==> src/rtl/instr_fetch_if.sv <==
// Fetch-unit bus bundle: instruction-memory read port plus the decode-facing
// instruction register handshake. master = fetch unit, slave = memory/decode side.
interface instr_fetch_if #(
    parameter int ADDR_W  = 16,
    parameter int INSTR_W = 16
);
    logic               mem_req;
    logic [ADDR_W-1:0]  mem_addr;
    logic               mem_ack;
    logic [INSTR_W-1:0] mem_rdata;
    logic [INSTR_W-1:0] ir;
    logic [ADDR_W-1:0]  ir_pc;
    logic               ir_valid;
    logic               ir_ready;

    modport master (
        output mem_req, mem_addr, ir, ir_pc, ir_valid,
        input  mem_ack, mem_rdata, ir_ready
    );

    modport slave (
        input  mem_req, mem_addr, ir, ir_pc, ir_valid,
        output mem_ack, mem_rdata, ir_ready
    );
endinterface

==> src/rtl/instr_fetch.sv <==
// Instruction fetch unit: reads the instruction at pc over req/ack, holds it
// for decode over valid/ready, and pulses pc_write once per captured instruction.
module instr_fetch #(
    parameter int ADDR_W  = 16,
    parameter int INSTR_W = 16
) (
    input  logic              clk,
    input  logic              reset,
    input  logic [ADDR_W-1:0] pc,
    output logic              pc_write,
    input  logic              flush,
    instr_fetch_if.master     bus,
    output logic [15:0]       fetch_count
);
    typedef enum logic [1:0] {
        IDLE = 2'd0,
        REQ  = 2'd1,
        DROP = 2'd2,
        HOLD = 2'd3
    } state_t;

    state_t             state_q, state_d;
    logic [INSTR_W-1:0] ir_q, ir_d;
    logic [ADDR_W-1:0]  ir_pc_q, ir_pc_d;
    logic               ir_valid_q, ir_valid_d;
    logic               pc_write_q, pc_write_d;
    logic [15:0]        fetch_count_q, fetch_count_d;

    always_ff @(posedge clk) begin
        if (!reset) begin
            state_q       <= IDLE;
            ir_q          <= '0;
            ir_pc_q       <= '0;
            ir_valid_q    <= 1'b0;
            pc_write_q    <= 1'b0;
            fetch_count_q <= '0;
        end else begin
            state_q       <= state_d;
            ir_q          <= ir_d;
            ir_pc_q       <= ir_pc_d;
            ir_valid_q    <= ir_valid_d;
            pc_write_q    <= pc_write_d;
            fetch_count_q <= fetch_count_d;
        end
    end

    always_comb begin
        state_d       = state_q;
        ir_d          = ir_q;
        ir_pc_d       = ir_pc_q;
        ir_valid_d    = ir_valid_q;
        pc_write_d    = 1'b0;
        fetch_count_d = fetch_count_q;

        unique case (state_q)
            IDLE: state_d = REQ;
            REQ: begin
                // A flush coinciding with ack discards the data and re-requests
                // at the reloaded pc next cycle; a flush alone must wait out the ack.
                if (bus.mem_ack && !flush) begin
                    ir_d       = bus.mem_rdata;
                    ir_pc_d    = pc;
                    ir_valid_d = 1'b1;
                    pc_write_d = 1'b1;
                    state_d    = HOLD;
                end else if (flush && !bus.mem_ack) begin
                    state_d = DROP;
                end
            end
            DROP: begin
                if (bus.mem_ack) begin
                    state_d = REQ;
                end
            end
            HOLD: begin
                if (flush) begin
                    ir_valid_d = 1'b0;
                    state_d    = REQ;
                end else if (bus.ir_ready) begin
                    ir_valid_d    = 1'b0;
                    fetch_count_d = fetch_count_q + 16'd1;
                    state_d       = REQ;
                end
            end
            default: state_d = IDLE;
        endcase
    end

    // Gating with flush keeps a branch reload from colliding with an increment.
    assign pc_write     = pc_write_q & ~flush;
    assign bus.mem_req  = (state_q == REQ) || (state_q == DROP);
    assign bus.mem_addr = pc;
    assign bus.ir       = ir_q;
    assign bus.ir_pc    = ir_pc_q;
    assign bus.ir_valid = ir_valid_q;
    assign fetch_count  = fetch_count_q;
endmodule
==> src/flat_wrapper.sv <==
// flat-port wrapper written by rule: the top's interface ports become plain ports
module instr_fetch_flat 
#(
    parameter int ADDR_W  = 16,
    parameter int INSTR_W = 16
)
  (clk, reset, pc, pc_write, flush, fetch_count, bus_mem_req, bus_mem_addr, bus_ir, bus_ir_pc, bus_ir_valid, bus_mem_ack, bus_mem_rdata, bus_ir_ready);
  instr_fetch_if #(.ADDR_W(ADDR_W), .INSTR_W(INSTR_W)) bus_i ();
  input  logic clk;
  input  logic reset;
  input  logic [ADDR_W-1:0] pc;
  output logic pc_write;
  input  logic flush;
  output logic [15:0] fetch_count;
  output wire logic [$bits(bus_i.mem_req)-1:0] bus_mem_req;
  output wire logic [$bits(bus_i.mem_addr)-1:0] bus_mem_addr;
  output wire logic [$bits(bus_i.ir)-1:0] bus_ir;
  output wire logic [$bits(bus_i.ir_pc)-1:0] bus_ir_pc;
  output wire logic [$bits(bus_i.ir_valid)-1:0] bus_ir_valid;
  input wire logic [$bits(bus_i.mem_ack)-1:0] bus_mem_ack;
  input wire logic [$bits(bus_i.mem_rdata)-1:0] bus_mem_rdata;
  input wire logic [$bits(bus_i.ir_ready)-1:0] bus_ir_ready;
  assign bus_mem_req = bus_i.mem_req;
  assign bus_mem_addr = bus_i.mem_addr;
  assign bus_ir = bus_i.ir;
  assign bus_ir_pc = bus_i.ir_pc;
  assign bus_ir_valid = bus_i.ir_valid;
  assign bus_i.mem_ack = bus_mem_ack;
  assign bus_i.mem_rdata = bus_mem_rdata;
  assign bus_i.ir_ready = bus_ir_ready;
  instr_fetch #(.ADDR_W(ADDR_W), .INSTR_W(INSTR_W)) u_core (.clk(clk), .reset(reset), .pc(pc), .pc_write(pc_write), .flush(flush), .bus(bus_i), .fetch_count(fetch_count));
endmodule
==> config.mk <==
export PLATFORM = sky130hd
export DESIGN_NAME = instr_fetch_flat
export DESIGN_NICKNAME = d
export VERILOG_FILES = /design/src/rtl/instr_fetch_if.sv /design/src/rtl/instr_fetch.sv /design/src/flat_wrapper.sv
export SDC_FILE = /design/constraint.sdc
export NUM_CORES = 1
export LEC_CHECK = 0
export ABC_AREA = 1
export CAP_MARGIN = 20
export CORE_ASPECT_RATIO = 1.1
export CORE_MARGIN = 1.5
export CORE_UTILIZATION = 25
export CTS_BUF_LIST = sky130_fd_sc_hd__clkbuf_16
export CTS_CLUSTER_DIAMETER = 50
export CTS_CLUSTER_SIZE = 28
export DETAILED_ROUTE_END_ITERATION = 10
export DONT_BUFFER_PORTS = 1
export HOLD_SLACK_MARGIN = 0.05
export SLEW_MARGIN = 20
export SYNTH_ARGS = -nofsm -noshare
export SYNTH_HDL_FRONTEND = slang
export SYNTH_SLANG_ARGS = --single-unit
==> constraint.sdc <==
create_clock -name clk -period 1.5 [get_ports clk]
set_input_delay 0.15 -clock clk [delete_from_list [all_inputs] [get_ports clk]]
set_output_delay 0.15 -clock clk [all_outputs]
set_load 0.02 [all_outputs]
# [Word level (Yosys, flattened, before mapping)]
# Cells that the tools add are included.
[totals] regBits=52 inputBits=37 elab_cells=39
[classes] addsub=1 eq_ne=7 muxes=11 bitwise_logic=2 reduce_logical=12
[op_table] op="$add A16 B1 Y16 const B" n=1
[op_table] op="$mux W2" n=5
[op_table] op="$reduce_and A3 Y1" n=3
[op_table] op="$pmux W2 S4" n=1
[op_table] op="$eq A2 B2 Y1 const B" n=2
[op_table] op="$mux W1" n=4
[op_table] op="$reduce_and A2 Y1" n=2
[op_table] op="$ne A3 B1 Y1 const B" n=1
[op_table] op="$ne A3 B3 Y1 const B" n=1
[op_table] op="$eq A2 B1 Y1 const B" n=1
[op_table] op="$logic_and A1 B1 Y1" n=2
[op_table] op="$logic_not A1 Y1" n=2
[op_table] op="$logic_not A2 Y1" n=1
[op_table] op="$ne A2 B1 Y1 const B" n=1
[op_table] op="$ne A2 B2 Y1 const B" n=1
[op_table] op="$pmux W1 S2" n=1
[op_table] op="$reduce_bool A2 Y1" n=1
[op_table] op="$and A1 B1 Y1" n=1
[op_table] op="$logic_or A1 B1 Y1" n=1
[op_table] op="$not A1 Y1" n=1

# [Longest topological paths before layout]
[depth] ltp_word=5 ltp_mapped=8 mapped_depth_nobuf=7

# [Worst setup path before layout]
# Ideal clock, no wire load.
[synth_timing] path_type="register to register" start="register u_core.fetch_count_q[0], in the netlist u_core.fetch_count[0]" end="register u_core.fetch_count_q[12], in the netlist u_core.fetch_count[12]" t_arrival_ns=1.304 t_required_ns=1.384 slack_ns=0.081 stages_incl_launch_ff=7 cell_sequence="dfxtp_1 > ha_1 > nand3_1 > nor2_1 > nand4_1 > o21ai_0 > nor2_1"
[synth_between] elab_chain_cells=1
[synth_rtl] element="start, declared" line_no="instr_fetch.sv:27" text="logic [15:0] fetch_count_q, fetch_count_d;"
[synth_rtl] element="start signal, assigned" line_no="instr_fetch.sv:43" text="fetch_count_q <= fetch_count_d;"
[synth_rtl] element="$add A16 B1 Y16" line_no="instr_fetch.sv:81" text="fetch_count_d = fetch_count_q + 16'd1;"
# Every way passes these cells.
# A chain may end at the register's enable or synchronous reset.

# [Final worst setup path]
# Ends and elaborated chain as after synthesis.

==> impl_metrics.csv <==
group,metric,value,unit
worst_setup_path,reg2reg_depth,6,
worst_setup_path,end_kind,"flop",
routing,drtAntennaViolNets,0,
die,pin_count,104,
layout,layout_common_cells,"nor2_1, dfxtp_1, nand2_1",
routing,first_pass_iters,4,
grt,grt_max_degree,44,
logic_synthesis,syn-num-nets,345,
worst_setup_path,slowest_delay,340,ps
worst_setup_path,r2r_slack,110,ps
cts,htree_levels,2,
sta,setup_violations,0,
routing,wl_per_cell,12.63,µm
layout,area_growth,26.31,%
worst_setup_path,path_delay_family,"simple AND/OR/NAND/NOR gates",
pwr,power_leakage,1.280,nW
sta,finalCritPeriodShare,92.88,%
routing,via_count,2014,
die,rows,36,
logic_synthesis,yosys.area.top_type_share,45.51,%
logic_synthesis,ys_ff_latch,52,
logic_synthesis,yosys.area.top_type,"dfxtp_1",
cts,clock-sinks,52,
worst_setup_path,crit_arrival,1580,ps
grt,antenna_found_initial,0,
worst_setup_path,crit_chain,"ha_1 > nand3_1 > nor2_1 > nand4_1 > o21ai_0 > nor2_1",
grt,gr-total-overflow,0,
logic_synthesis,synth_edf_count,0,
sta,hold_viol,0,
worst_setup_path,crit_type,"reg -> reg",
cts,cts_buffers,5,
grt,grtUsageTotal,12.11,%
sta,worst_pin_slew,402.3,ps
logic_synthesis,avgSynthCellArea,7.524,µm²
logic_synthesis,synth.distinct_cells,30,
worst_setup_path,slowest_stage,"dfxtp_1",
logic_synthesis,ys_warn_count,0,
worst_setup_path,cp-startpoint,"u_core.fetch_count[0]",
pwr,power.total,2.995,mW
die,dieArea,0.009732,mm²
place,hpwl,3776,µm
logic_synthesis,postSynthCellCount,304,
layout,drive_gt1_share,13.02,%
pwr,ir_drop,392.9,µV
worst_setup_path,reg2reg_to,"u_core.fetch_count[12]",
worst_setup_path,worst_path_most_repeated_cell,"nor2_1",
status,status,"finished, final reports clean",
worst_setup_path,critPathLaunchType,"flop",
grt,grt_pass1_wl,9204,µm
sta,skew,6.023,ps
sta,fmax,717.8,MHz
worst_setup_path,crit_buf_inv,0,
logic_synthesis,synth_seq_area_share,45.51,%
worst_setup_path,worst-path-max-fanout,3,
cts,path_clk_slew,70,ps
cts,cts_tree,"built",
sta,slew_headroom,73.08,%
routing,drc_errors,0,
sta,drv_slew,0,
worst_setup_path,critical_path_required,1680,ps
cts,root_buffer,"clkbuf_16",
worst_setup_path,reg2reg_from,"u_core.fetch_count[0]",
flow_run,cap_violations,0,
logic_synthesis,synth_flop_cell,"dfxtp_1",
die,initial_core_util,25.78,%
die,core_area,0.008874,mm²
logic_synthesis,synthArstFlopShare,0,%
routing,wl,5707,µm
place,gp_congestion,0.8587,
cts,clkLatencyLatePin,280,ps
sta,fin_crit,1393,ps
cts,cts_buffer_depth,2,
routing,vias_per_cell,4.456,
routing,drt_first_iter_violations,80,
die,die_y,103.3,µm
place,io_buffers,0,
min_path,hp-class,"in -> reg",
logic_synthesis,syn-cell-area,0.002287,mm²
die,fp.dieW,94.20,µm
grt,grt_pass1_vias,1999,
worst_setup_path,crit_end,"u_core.fetch_count[12]",
worst_setup_path,path_depth,6,
layout,antennaDiodeCount,0,
sta,holdWs,140.4,ps
logic_synthesis,synthTopCellsByArea,"dfxtp_1, nor2_1, o21ai_0",
layout,layout_commonest_cell,"nor2_1",
pwr,powerDensity,1037,mW/mm²
layout,finalNetCount,379,
## layout make-up
type | count | area [µm²]
Clock buffer | 5 | 125.1
Clock inverter | 2 | 8.758
Fill cell | 895 | 5984
Inverter | 24 | 90.09
Multi-Input combinational cell | 201 | 978.4
Sequential cell | 52 | 1042
Tap cell | 114 | 142.6
Timing Repair Buffer | 54 | 501.7
## Yosys cell counts, types with 2 or more instances
master,count
buf_2,3
nor2_4,2
buf_4,19
nand2_2,2
nand3_1,6
a21oi_1,7
nand2_1,34
nor3_1,2
nor2_1,91
inv_1,21
xor2_1,3
o21ai_1,3
inv_2,2
nand4_1,5
ha_1,4
o21ai_0,33
dfxtp_1,52
clkbuf_1,3
## per-stage QoR
stage                     worst slack, ps  area (µm²)  setup TNS (ps)  instances  util (%)
after global placement              129.2        2387               0        410     26.90
after CTS                           12.12        2861               0        450     32.25
after global routing               -1.264        2889          -1.264        452     32.56
after detailed placement            19.54        2387               0        410     26.90
final                               106.8        2889               0        452     32.56
after floorplan                     80.71        2287               0        304         -
## kinds of logic after synthesis
| kind of cell | Yosys count | share of synthesized area (%) |
|---|---|---|
| buf+inv | 51 | 12.03 |
| simple gates | 149 | 29.05 |
| flops | 52 | 45.51 |
| xor+xnor | 3 | 1.149 |
| compound gates | 45 | 10.07 |
| fa+ha+maj | 4 | 2.188 |
## sequential cells by signal, summed over array words and instances (netlist names)
name,cells
u_core.pc_write_q,1
u_core.bus.ir_pc,16
u_core.state_q,2
u_core.fetch_count,16
u_core.bus.ir_valid,1
u_core.bus.ir,16
## routing by layer
metal / GRT usage (%) / part of all wire, %
met3: 5.409 / 11
met4: 4.018 / 1.4
met2: 21.47 / 48
met1: 12.85 / 40
met5: 0 / 0
## timing repair
action,4_1_cts,5_1_grt
hold buffers,33,0
hold endpoints to repair,43,0
endpoints found under the setup margin,0,37
buffers inserted,0,2
gates resized for setup,0,6
## power by group
group | leakage [nW] | internal (mW) | switching (mW)
clock | 0.0709 | 0.601 | 0.481
sequential | 0.422 | 1.46 | 0.131
combinational | 0.786 | 0.143 | 0.180
total | 1.28 | 2.20 | 0.792
## how the worst min path moves through the flow
stage / slack [ps] / startpoint / depth (start not counted) / end
final: 140 / reset / 2 / u_core.fetch_count[1]
after global routing: 140 / reset / 2 / u_core.fetch_count[1]
after CTS: 140 / reset / 2 / u_core.fetch_count[0]
after detailed placement: 280 / reset / 2 / u_core.fetch_count[10]
after global placement: 280 / reset / 2 / u_core.fetch_count[10]
after floorplan: 280 / bus_mem_rdata[1] / 2 / u_core.bus.ir[1]
Power figures use the tool's default switching activity.
